--- config.mk ---
export PLATFORM = sky130hd
export DESIGN_NAME = ws_sequencer
export DESIGN_NICKNAME = d
export VERILOG_FILES = /design/src/rtl/ws_sequencer.sv
export SDC_FILE = /design/constraint.sdc
export NUM_CORES = 1
export LEC_CHECK = 0
export ABC_AREA = 1
export CAP_MARGIN = 40
export CELL_PAD_IN_SITES_DETAIL_PLACEMENT = 1
export CELL_PAD_IN_SITES_GLOBAL_PLACEMENT = 2
export CORE_MARGIN = 2
export CORE_UTILIZATION = 35
export CTS_BUF_LIST = sky130_fd_sc_hd__clkbuf_2 sky130_fd_sc_hd__clkbuf_4 sky130_fd_sc_hd__clkbuf_8
export CTS_CLUSTER_DIAMETER = 30
export DETAILED_ROUTE_END_ITERATION = 10
export MAX_ROUTING_LAYER = met4
export PLACE_DENSITY_LB_ADDON = 0.25
export SYNTH_ARGS = -nofsm -noshare
export SYNTH_HDL_FRONTEND = slang
export SYNTH_SLANG_ARGS = --single-unit
export TNS_END_PERCENT = 100
--- constraint.sdc ---
create_clock -name clk -period 3.04 [get_ports clk]
set_input_delay 0.304 -clock clk [delete_from_list [all_inputs] [get_ports clk]]
set_output_delay 0.304 -clock clk [all_outputs]
set_load 0.03 [all_outputs]
--- src/rtl/ws_sequencer.sv ---
// Sequencer for the weight-stationary core: walks the kij loop (fetch, load, execute, flush, drain) on a registered inst word.
// Define WS_SEQ_ACC_EN to compile in the per-output psum accumulation sweep that follows the last kij.
module ws_sequencer #(
  parameter int row      = 8,
  parameter int col      = 8,
  parameter int len_nij  = 36,
  parameter int len_kij  = 9,
  parameter int gap      = 4
`ifdef WS_SEQ_ACC_EN
  ,
  parameter int len_onij = 16,
  parameter int in_w     = 6,
  parameter int k_w      = 3,
  parameter int o_w      = 4
`endif
) (
  input  logic        clk,
  input  logic        reset,
  input  logic        start,
  input  logic        ofifo_valid,
  output logic [33:0] inst,
  output logic        core_reset,
  output logic        out_strobe,
  output logic [3:0]  onij,
  output logic        busy,
  output logic        done
);

  localparam int CW = 16;
  localparam int AW = 11;

  localparam logic [CW-1:0] ONE_C   = CW'(1);
  localparam logic [AW-1:0] ONE_A   = AW'(1);
  localparam logic [CW-1:0] L_CRST  = CW'(1);
  localparam logic [CW-1:0] L_COL   = CW'(col - 1);
  localparam logic [CW-1:0] L_GAP   = CW'(gap - 1);
  localparam logic [CW-1:0] L_NIJ   = CW'(len_nij - 1);
  localparam logic [CW-1:0] L_FLUSH = CW'(row + col - 1);
  localparam logic [CW-1:0] L_KIJ   = CW'(len_kij - 1);
  localparam logic [AW-1:0] XW_BASE = AW'(1024);
  localparam logic [33:0]   IDLE_W  = {1'b0, 1'b1, 1'b1, 11'd0, 1'b1, 1'b1, 11'd0, 7'd0};

`ifdef WS_SEQ_ACC_EN
  localparam logic [CW-1:0] L_ONIJ  = CW'(len_onij - 1);
  localparam logic [CW-1:0] K_W_M1  = CW'(k_w - 1);
  localparam logic [CW-1:0] O_W_M1  = CW'(o_w - 1);
  localparam logic [AW-1:0] K_STEP  = AW'(len_nij + 1);
  localparam logic [AW-1:0] K_WRAP  = AW'(len_nij + in_w - k_w + 1);
  localparam logic [AW-1:0] O_WRAP  = AW'(in_w - o_w + 1);
  localparam logic [33:0]   ACC_W   = {1'b1, 1'b1, 1'b1, 11'd0, 1'b1, 1'b1, 11'd0, 7'd0};

  typedef enum logic [3:0] {
    S_IDLE, S_CRST, S_WL0, S_WLOAD, S_GAP1, S_AL0, S_EXEC, S_FLUSH, S_GAP2, S_DRAIN, S_DONE,
    S_ARST, S_ARD, S_ALAT, S_AOUT
  } state_t;
`else
  typedef enum logic [3:0] {
    S_IDLE, S_CRST, S_WL0, S_WLOAD, S_GAP1, S_AL0, S_EXEC, S_FLUSH, S_GAP2, S_DRAIN, S_DONE
  } state_t;
`endif

  function automatic logic [33:0] mk_inst(
    input logic acc, input logic cen_p, input logic wen_p, input logic [AW-1:0] a_p,
    input logic cen_x, input logic wen_x, input logic [AW-1:0] a_x,
    input logic of_rd, input logic l0_rd, input logic l0_wr, input logic exe, input logic ld);
    return {acc, cen_p, wen_p, a_p, cen_x, wen_x, a_x, of_rd, 1'b0, 1'b0, l0_rd, l0_wr, exe, ld};
  endfunction

  state_t          state, state_d;
  logic [CW-1:0]   cnt, cnt_d, k, k_d;
  logic [AW-1:0]   wptr, wptr_d, pptr, pptr_d;
  logic [33:0]     inst_d;
  logic            core_reset_d, busy_d, done_d;

`ifdef WS_SEQ_ACC_EN
  logic [CW-1:0]   o, o_d, ocol, ocol_d, kcol, kcol_d;
  logic [AW-1:0]   obase, obase_d, kaddr, kaddr_d;
  logic            strobe_d;
  logic [3:0]      onij_d;
`endif

  // Decision stage: next state and the inst word the core will see next cycle
  always_comb begin
    state_d      = state;
    cnt_d        = cnt + ONE_C;
    k_d          = k;
    wptr_d       = wptr;
    pptr_d       = pptr;
    inst_d       = IDLE_W;
    core_reset_d = 1'b0;
    busy_d       = (state != S_IDLE);
    done_d       = 1'b0;
`ifdef WS_SEQ_ACC_EN
    o_d      = o;
    ocol_d   = ocol;
    obase_d  = obase;
    kcol_d   = kcol;
    kaddr_d  = kaddr;
    strobe_d = 1'b0;
    onij_d   = onij;
`endif
    case (state)
      S_IDLE: begin
        core_reset_d = 1'b1;
        cnt_d        = '0;
        if (start) begin
          state_d = S_CRST;
          k_d     = '0;
          wptr_d  = XW_BASE;
          pptr_d  = '0;
        end
      end
      S_CRST: begin
        core_reset_d = 1'b1;
        if (cnt == L_CRST) begin state_d = S_WL0; cnt_d = '0; end
      end
      S_WL0: begin
        // weight blocks are contiguous across kij, so one running pointer covers 1024+k*col+i
        inst_d = mk_inst(1'b0, 1'b1, 1'b1, '0, 1'b0, 1'b1, wptr, 1'b0, 1'b0, 1'b1, 1'b0, 1'b0);
        wptr_d = wptr + ONE_A;
        if (cnt == L_COL) begin state_d = S_WLOAD; cnt_d = '0; end
      end
      S_WLOAD: begin
        inst_d = mk_inst(1'b0, 1'b1, 1'b1, '0, 1'b1, 1'b1, '0, 1'b0, 1'b1, 1'b0, 1'b0, 1'b1);
        if (cnt == L_COL) begin state_d = S_GAP1; cnt_d = '0; end
      end
      S_GAP1: begin
        if (cnt == L_GAP) begin state_d = S_AL0; cnt_d = '0; end
      end
      S_AL0: begin
        inst_d = mk_inst(1'b0, 1'b1, 1'b1, '0, 1'b0, 1'b1, cnt[AW-1:0], 1'b0, 1'b0, 1'b1, 1'b0, 1'b0);
        if (cnt == L_NIJ) begin state_d = S_EXEC; cnt_d = '0; end
      end
      S_EXEC: begin
        inst_d = mk_inst(1'b0, 1'b1, 1'b1, '0, 1'b1, 1'b1, '0, 1'b0, 1'b1, 1'b0, 1'b1, 1'b0);
        if (cnt == L_NIJ) begin state_d = S_FLUSH; cnt_d = '0; end
      end
      S_FLUSH: begin
        inst_d = mk_inst(1'b0, 1'b1, 1'b1, '0, 1'b1, 1'b1, '0, 1'b0, 1'b1, 1'b0, 1'b1, 1'b0);
        if (cnt == L_FLUSH) begin state_d = S_GAP2; cnt_d = '0; end
      end
      S_GAP2: begin
        if (cnt == L_GAP) begin state_d = S_DRAIN; cnt_d = '0; end
      end
      S_DRAIN: begin
        if (ofifo_valid) begin
          inst_d = mk_inst(1'b0, 1'b0, 1'b0, pptr, 1'b1, 1'b1, '0, 1'b1, 1'b0, 1'b0, 1'b0, 1'b0);
          pptr_d = pptr + ONE_A;
          if (cnt == L_NIJ) begin
            cnt_d = '0;
            if (k == L_KIJ) begin
`ifdef WS_SEQ_ACC_EN
              state_d = S_ARST;
              o_d     = '0;
              ocol_d  = '0;
              obase_d = '0;
`else
              state_d = S_DONE;
`endif
            end else begin
              k_d     = k + ONE_C;
              state_d = S_CRST;
            end
          end
        end else begin
          // stalled slot: no FIFO pop, no psum write, address held for the retry
          inst_d = mk_inst(1'b0, 1'b1, 1'b0, pptr, 1'b1, 1'b1, '0, 1'b0, 1'b0, 1'b0, 1'b0, 1'b0);
          cnt_d  = cnt;
        end
      end
`ifdef WS_SEQ_ACC_EN
      S_ARST: begin
        core_reset_d = 1'b1;
        onij_d       = o[3:0];
        kaddr_d      = obase;
        kcol_d       = '0;
        state_d      = S_ARD;
        cnt_d        = '0;
      end
      S_ARD: begin
        // acc trails the read by one cycle to cover SRAM read latency
        inst_d = mk_inst(cnt != '0, 1'b0, 1'b1, kaddr, 1'b1, 1'b1, '0, 1'b0, 1'b0, 1'b0, 1'b0, 1'b0);
        if (kcol == K_W_M1) begin
          kaddr_d = kaddr + K_WRAP;
          kcol_d  = '0;
        end else begin
          kaddr_d = kaddr + K_STEP;
          kcol_d  = kcol + ONE_C;
        end
        if (cnt == L_KIJ) begin state_d = S_ALAT; cnt_d = '0; end
      end
      S_ALAT: begin
        inst_d  = ACC_W;
        state_d = S_AOUT;
        cnt_d   = '0;
      end
      S_AOUT: begin
        strobe_d = 1'b1;
        onij_d   = o[3:0];
        cnt_d    = '0;
        if (o == L_ONIJ) begin
          state_d = S_DONE;
        end else begin
          o_d     = o + ONE_C;
          state_d = S_ARST;
          if (ocol == O_W_M1) begin
            ocol_d  = '0;
            obase_d = obase + O_WRAP;
          end else begin
            ocol_d  = ocol + ONE_C;
            obase_d = obase + ONE_A;
          end
        end
      end
`endif
      S_DONE: begin
        done_d  = 1'b1;
        state_d = S_IDLE;
        cnt_d   = '0;
      end
      default: begin
        state_d = S_IDLE;
        cnt_d   = '0;
      end
    endcase
  end

  // Register stage: state and every output the core and host see
  always_ff @(posedge clk or posedge reset) begin
    if (reset) begin
      state      <= S_IDLE;
      cnt        <= '0;
      k          <= '0;
      wptr       <= XW_BASE;
      pptr       <= '0;
      inst       <= IDLE_W;
      core_reset <= 1'b1;
      busy       <= 1'b0;
      done       <= 1'b0;
    end else begin
      state      <= state_d;
      cnt        <= cnt_d;
      k          <= k_d;
      wptr       <= wptr_d;
      pptr       <= pptr_d;
      inst       <= inst_d;
      core_reset <= core_reset_d;
      busy       <= busy_d;
      done       <= done_d;
    end
  end

`ifdef WS_SEQ_ACC_EN
  always_ff @(posedge clk or posedge reset) begin
    if (reset) begin
      o          <= '0;
      ocol       <= '0;
      obase      <= '0;
      kcol       <= '0;
      kaddr      <= '0;
      out_strobe <= 1'b0;
      onij       <= '0;
    end else begin
      o          <= o_d;
      ocol       <= ocol_d;
      obase      <= obase_d;
      kcol       <= kcol_d;
      kaddr      <= kaddr_d;
      out_strobe <= strobe_d;
      onij       <= onij_d;
    end
  end
`else
  assign out_strobe = 1'b0;
  assign onij       = 4'd0;
`endif

endmodule

==> metrics.txt <==
status=complete, no violations; ys async rst share=1.00; CTS root buf=clkbuf_8; Antenna Diode Count=0; Buf+Inv Stages, Crit Path=3; NetSw=1460 uW; cts repair resizes=0; type of element capturing the critical path=flip-flop; worst skew pair latency=between 0.3 and 0.4 ns; die area=roughly 0.015 mm^2; Leakage Power=about 0.0025 uW; pwr dens=between 600 and 700 mW/mm^2; final setup vio count=0; combinational share of power=0.347; # IOs=between 40 and 50; TNS Setup=0 ns; synthesized area=about 0.0047 mm^2; Post-CTS Setup Bufs=0; Reg clk slew, reported paths=around 0.09 ns; Final Hold Vio Count=0; proportion of layout cells with a drive suffix above 1=0.0684; Met3 Wirelength=347 um; number of synthesized flops with an enable pin=0; post-DP HPWL=between 8 and 9 mm; Slew Limit Fails=0; syn_area_per_cell=slightly below 8 um^2; via count=between 3k and 4k; Worst Slack Setup Final=0.723 ns; TritonCTS buffer count=9; Int Power=approximately 2100 uW; Crit Path Class=flip-flop to flip-flop; area grow syn2layout=15.1%; Routed met1 length=6.01 mm; Reg power frac=0.406; post-synth top area share=0.453; WHS=between 0.3 and 0.4 ns; grt ovf=0; RD Place Congestion=0.829; fill count=1653; largest net degree at the start of global routing=44; residual DRC count=0; flops & latches, synth=91; Setup Skew=0.0118 ns; clock network fraction of total power=0.247; Port Buffers=36; main flop type after synthesis=dfrtp_1; WL per Instance=roughly 14 um; minimum clock period=between 2 and 2.5 ns; H-Tree Depth=3; Post-CTS Hold Fix Bufs=0; Core Util, Final=0.412; switching share of total power=0.408; Max Fanout on Critical Path=22; Synth cell types=38; crit-path cells=inv_2 -> nand2_2 -> nor2_4 -> buf_4 -> nand2_4 -> nand2_2 -> nor2_4 -> nand3_4 -> inv_2 -> nand3_1 -> nand2_1; slew at the pin with the worst max-slew slack=0.758 ns; Max Cap Viol=0; RSZ-0062 raised after global routing=false; initial antenna violation count=0; 1st-iter DRT viols=roughly 210; Starting Density=0.358; top routing layer in use=met4; Crit path arrival time=roughly 2.7 ns; CTS sink cnt=91; clock tree buffer depth=2; via/cell ratio=4.77; first-pass GRT wire length=~20 mm; Area contributors post-synth=dfrtp_1, nand2_1, nor2_1; post-synthesis sequential area ratio=0.481; Core Box Area=~0.013 mm^2; DR pass1 iterations=4; critical path's top delay family=simple AND/OR/NAND/NOR gates; Fmax=between 400 and 500 MHz; DRT Wirelength=between 10 and 15 mm; Die H=approximately 120 um; worst hold-check path type=primary input to asynchronous set/reset pin; CP max stage delay=0.46 ns; Slew HR=0.495; Slowest-stage cell, CP=dfrtp_1; crit start category=flip-flop; CTS tree=built; Commonest cells post-synth=nand2_1, nor2_1, dfrtp_1; number of routed nets with antenna violations=0; most frequent cell after synthesis=nand2_1; final period utilization=0.762; Synth warnings=0; peak supply drop=323 uV; vias in the first global route=roughly 4.1k; GRT Overall Usage=0.184; Placement Setup Slack=approximately 0.74 ns; met2 wire length=5.31 mm; Rows=42; Data required, critical path=between 3 and 4 ns; die width=around 120 um; Final #Nets=about 660; leading area contributor after synthesis=dfrtp_1; synthesized instance count=roughly 620
-- layer usage --
layer	global-route usage	vias to the layer above
li1	-	1991
met1	0.252	1917
met2	0.273	56
met3	0.0264	17
met4	0.0785	0
met5	-	-
-- area by class of cell --
type / count / area [um^2] / area share
flip-flops and latches: 91 / 2280 / 0.418
multi-input cells: 430 / 2050 / 0.375
repair buffers: 42 / 405 / 0.0742
inverters: 79 / 298 / 0.0545
well taps: 176 / 220 / 0.0403
clock buffers: 11 / 145 / 0.0266
clock inverters: 5 / 60.1 / 0.0110
-- power groups by stage --
stage / sequential [uW] / combinational [uW] / clock (uW)
detailed placement: 1480 / 1250 / 0
finish: 1460 / 1240 / 884
floorplan: 1570 / 799 / 0
global placement: 1480 / 1220 / 0
global route: 1480 / 1380 / 970
CTS: 1460 / 1250 / 921
-- cells by family (layout without fill, tap and decap cells) --
logic type	count (synthesis)	after routing	share of synthesized area
compound gates	57	57	0.0670
flops	91	91	0.481
simple gates	336	336	0.301
other cells	2	9	0.00158
buf+inv	101	137	0.0928
fa+ha+maj	6	6	0.0158
xor+xnor	22	22	0.0406
-- path summary, 6_finish.rpt --
kind                                from       end  slack [ns]  depth (start not counted)
worst max-delay path            state[1]      k[5]        0.72                         11
worst min-delay path               reset  inst[21]        0.35                          2
worst max register to register  state[1]      k[5]        0.72                         11
worst min register to register   wptr[8]   wptr[8]        0.51                          1
max in group asynchronous          reset   cnt[15]        1.90                          3
min in group clk                 wptr[8]   wptr[8]        0.51                          1
-- worst reg2reg max path, delay by kind of cell, from the launching register on --
kind,cells,cell delay [ns]
buffers and inverters,3,0.58
DFF,1,0.46
and+or+nand+nor,8,1.22
-- sequential cells by signal (all words and copies together), names as in the netlist --
| signal | cells |
|---|---|
| pptr | 11 |
| done | 1 |
| busy | 1 |
| core_reset | 1 |
| k | 16 |
| cnt | 16 |
| state | 4 |
| inst | 30 |
| wptr | 11 |
-- per-stage QoR --
| stage | cells | power (uW) | area (um^2) |
|---|---|---|---|
| after floorplan | 622 | 2370 | 4770 |
| after global placement | 818 | 2700 | 5260 |
| after detailed placement | 818 | 2730 | 5260 |
| after CTS | 834 | 3630 | 5460 |
| after global routing | 834 | 3830 | 5460 |
| final | 834 | 3590 | 5460 |
-- cell usage in the layout (no fill, tap or decap), types with 2 or more instances in the layout --
cell             instances
nand2_1                155
dfrtp_1                 86
nand2_2                  4
nor2_1                  92
clkinv_2                 2
clkdlybuf4s50_1         36
conb_1                   9
a31oi_1                  2
or2_0                    2
a21oi_1                 11
nor2_4                   2
inv_2                    4
nand3_1                 53
ha_1                     6
clkbuf_8                10
nor2_2                   2
o21ai_0                 21
buf_4                    6
inv_6                    2
o22ai_1                 12
inv_1                   73
nor3_1                  15
dfstp_2                  5
nand4_1                  6
xor2_1                  21
o21ai_1                  6
Note: power is estimated with default switching activity, not from simulation.
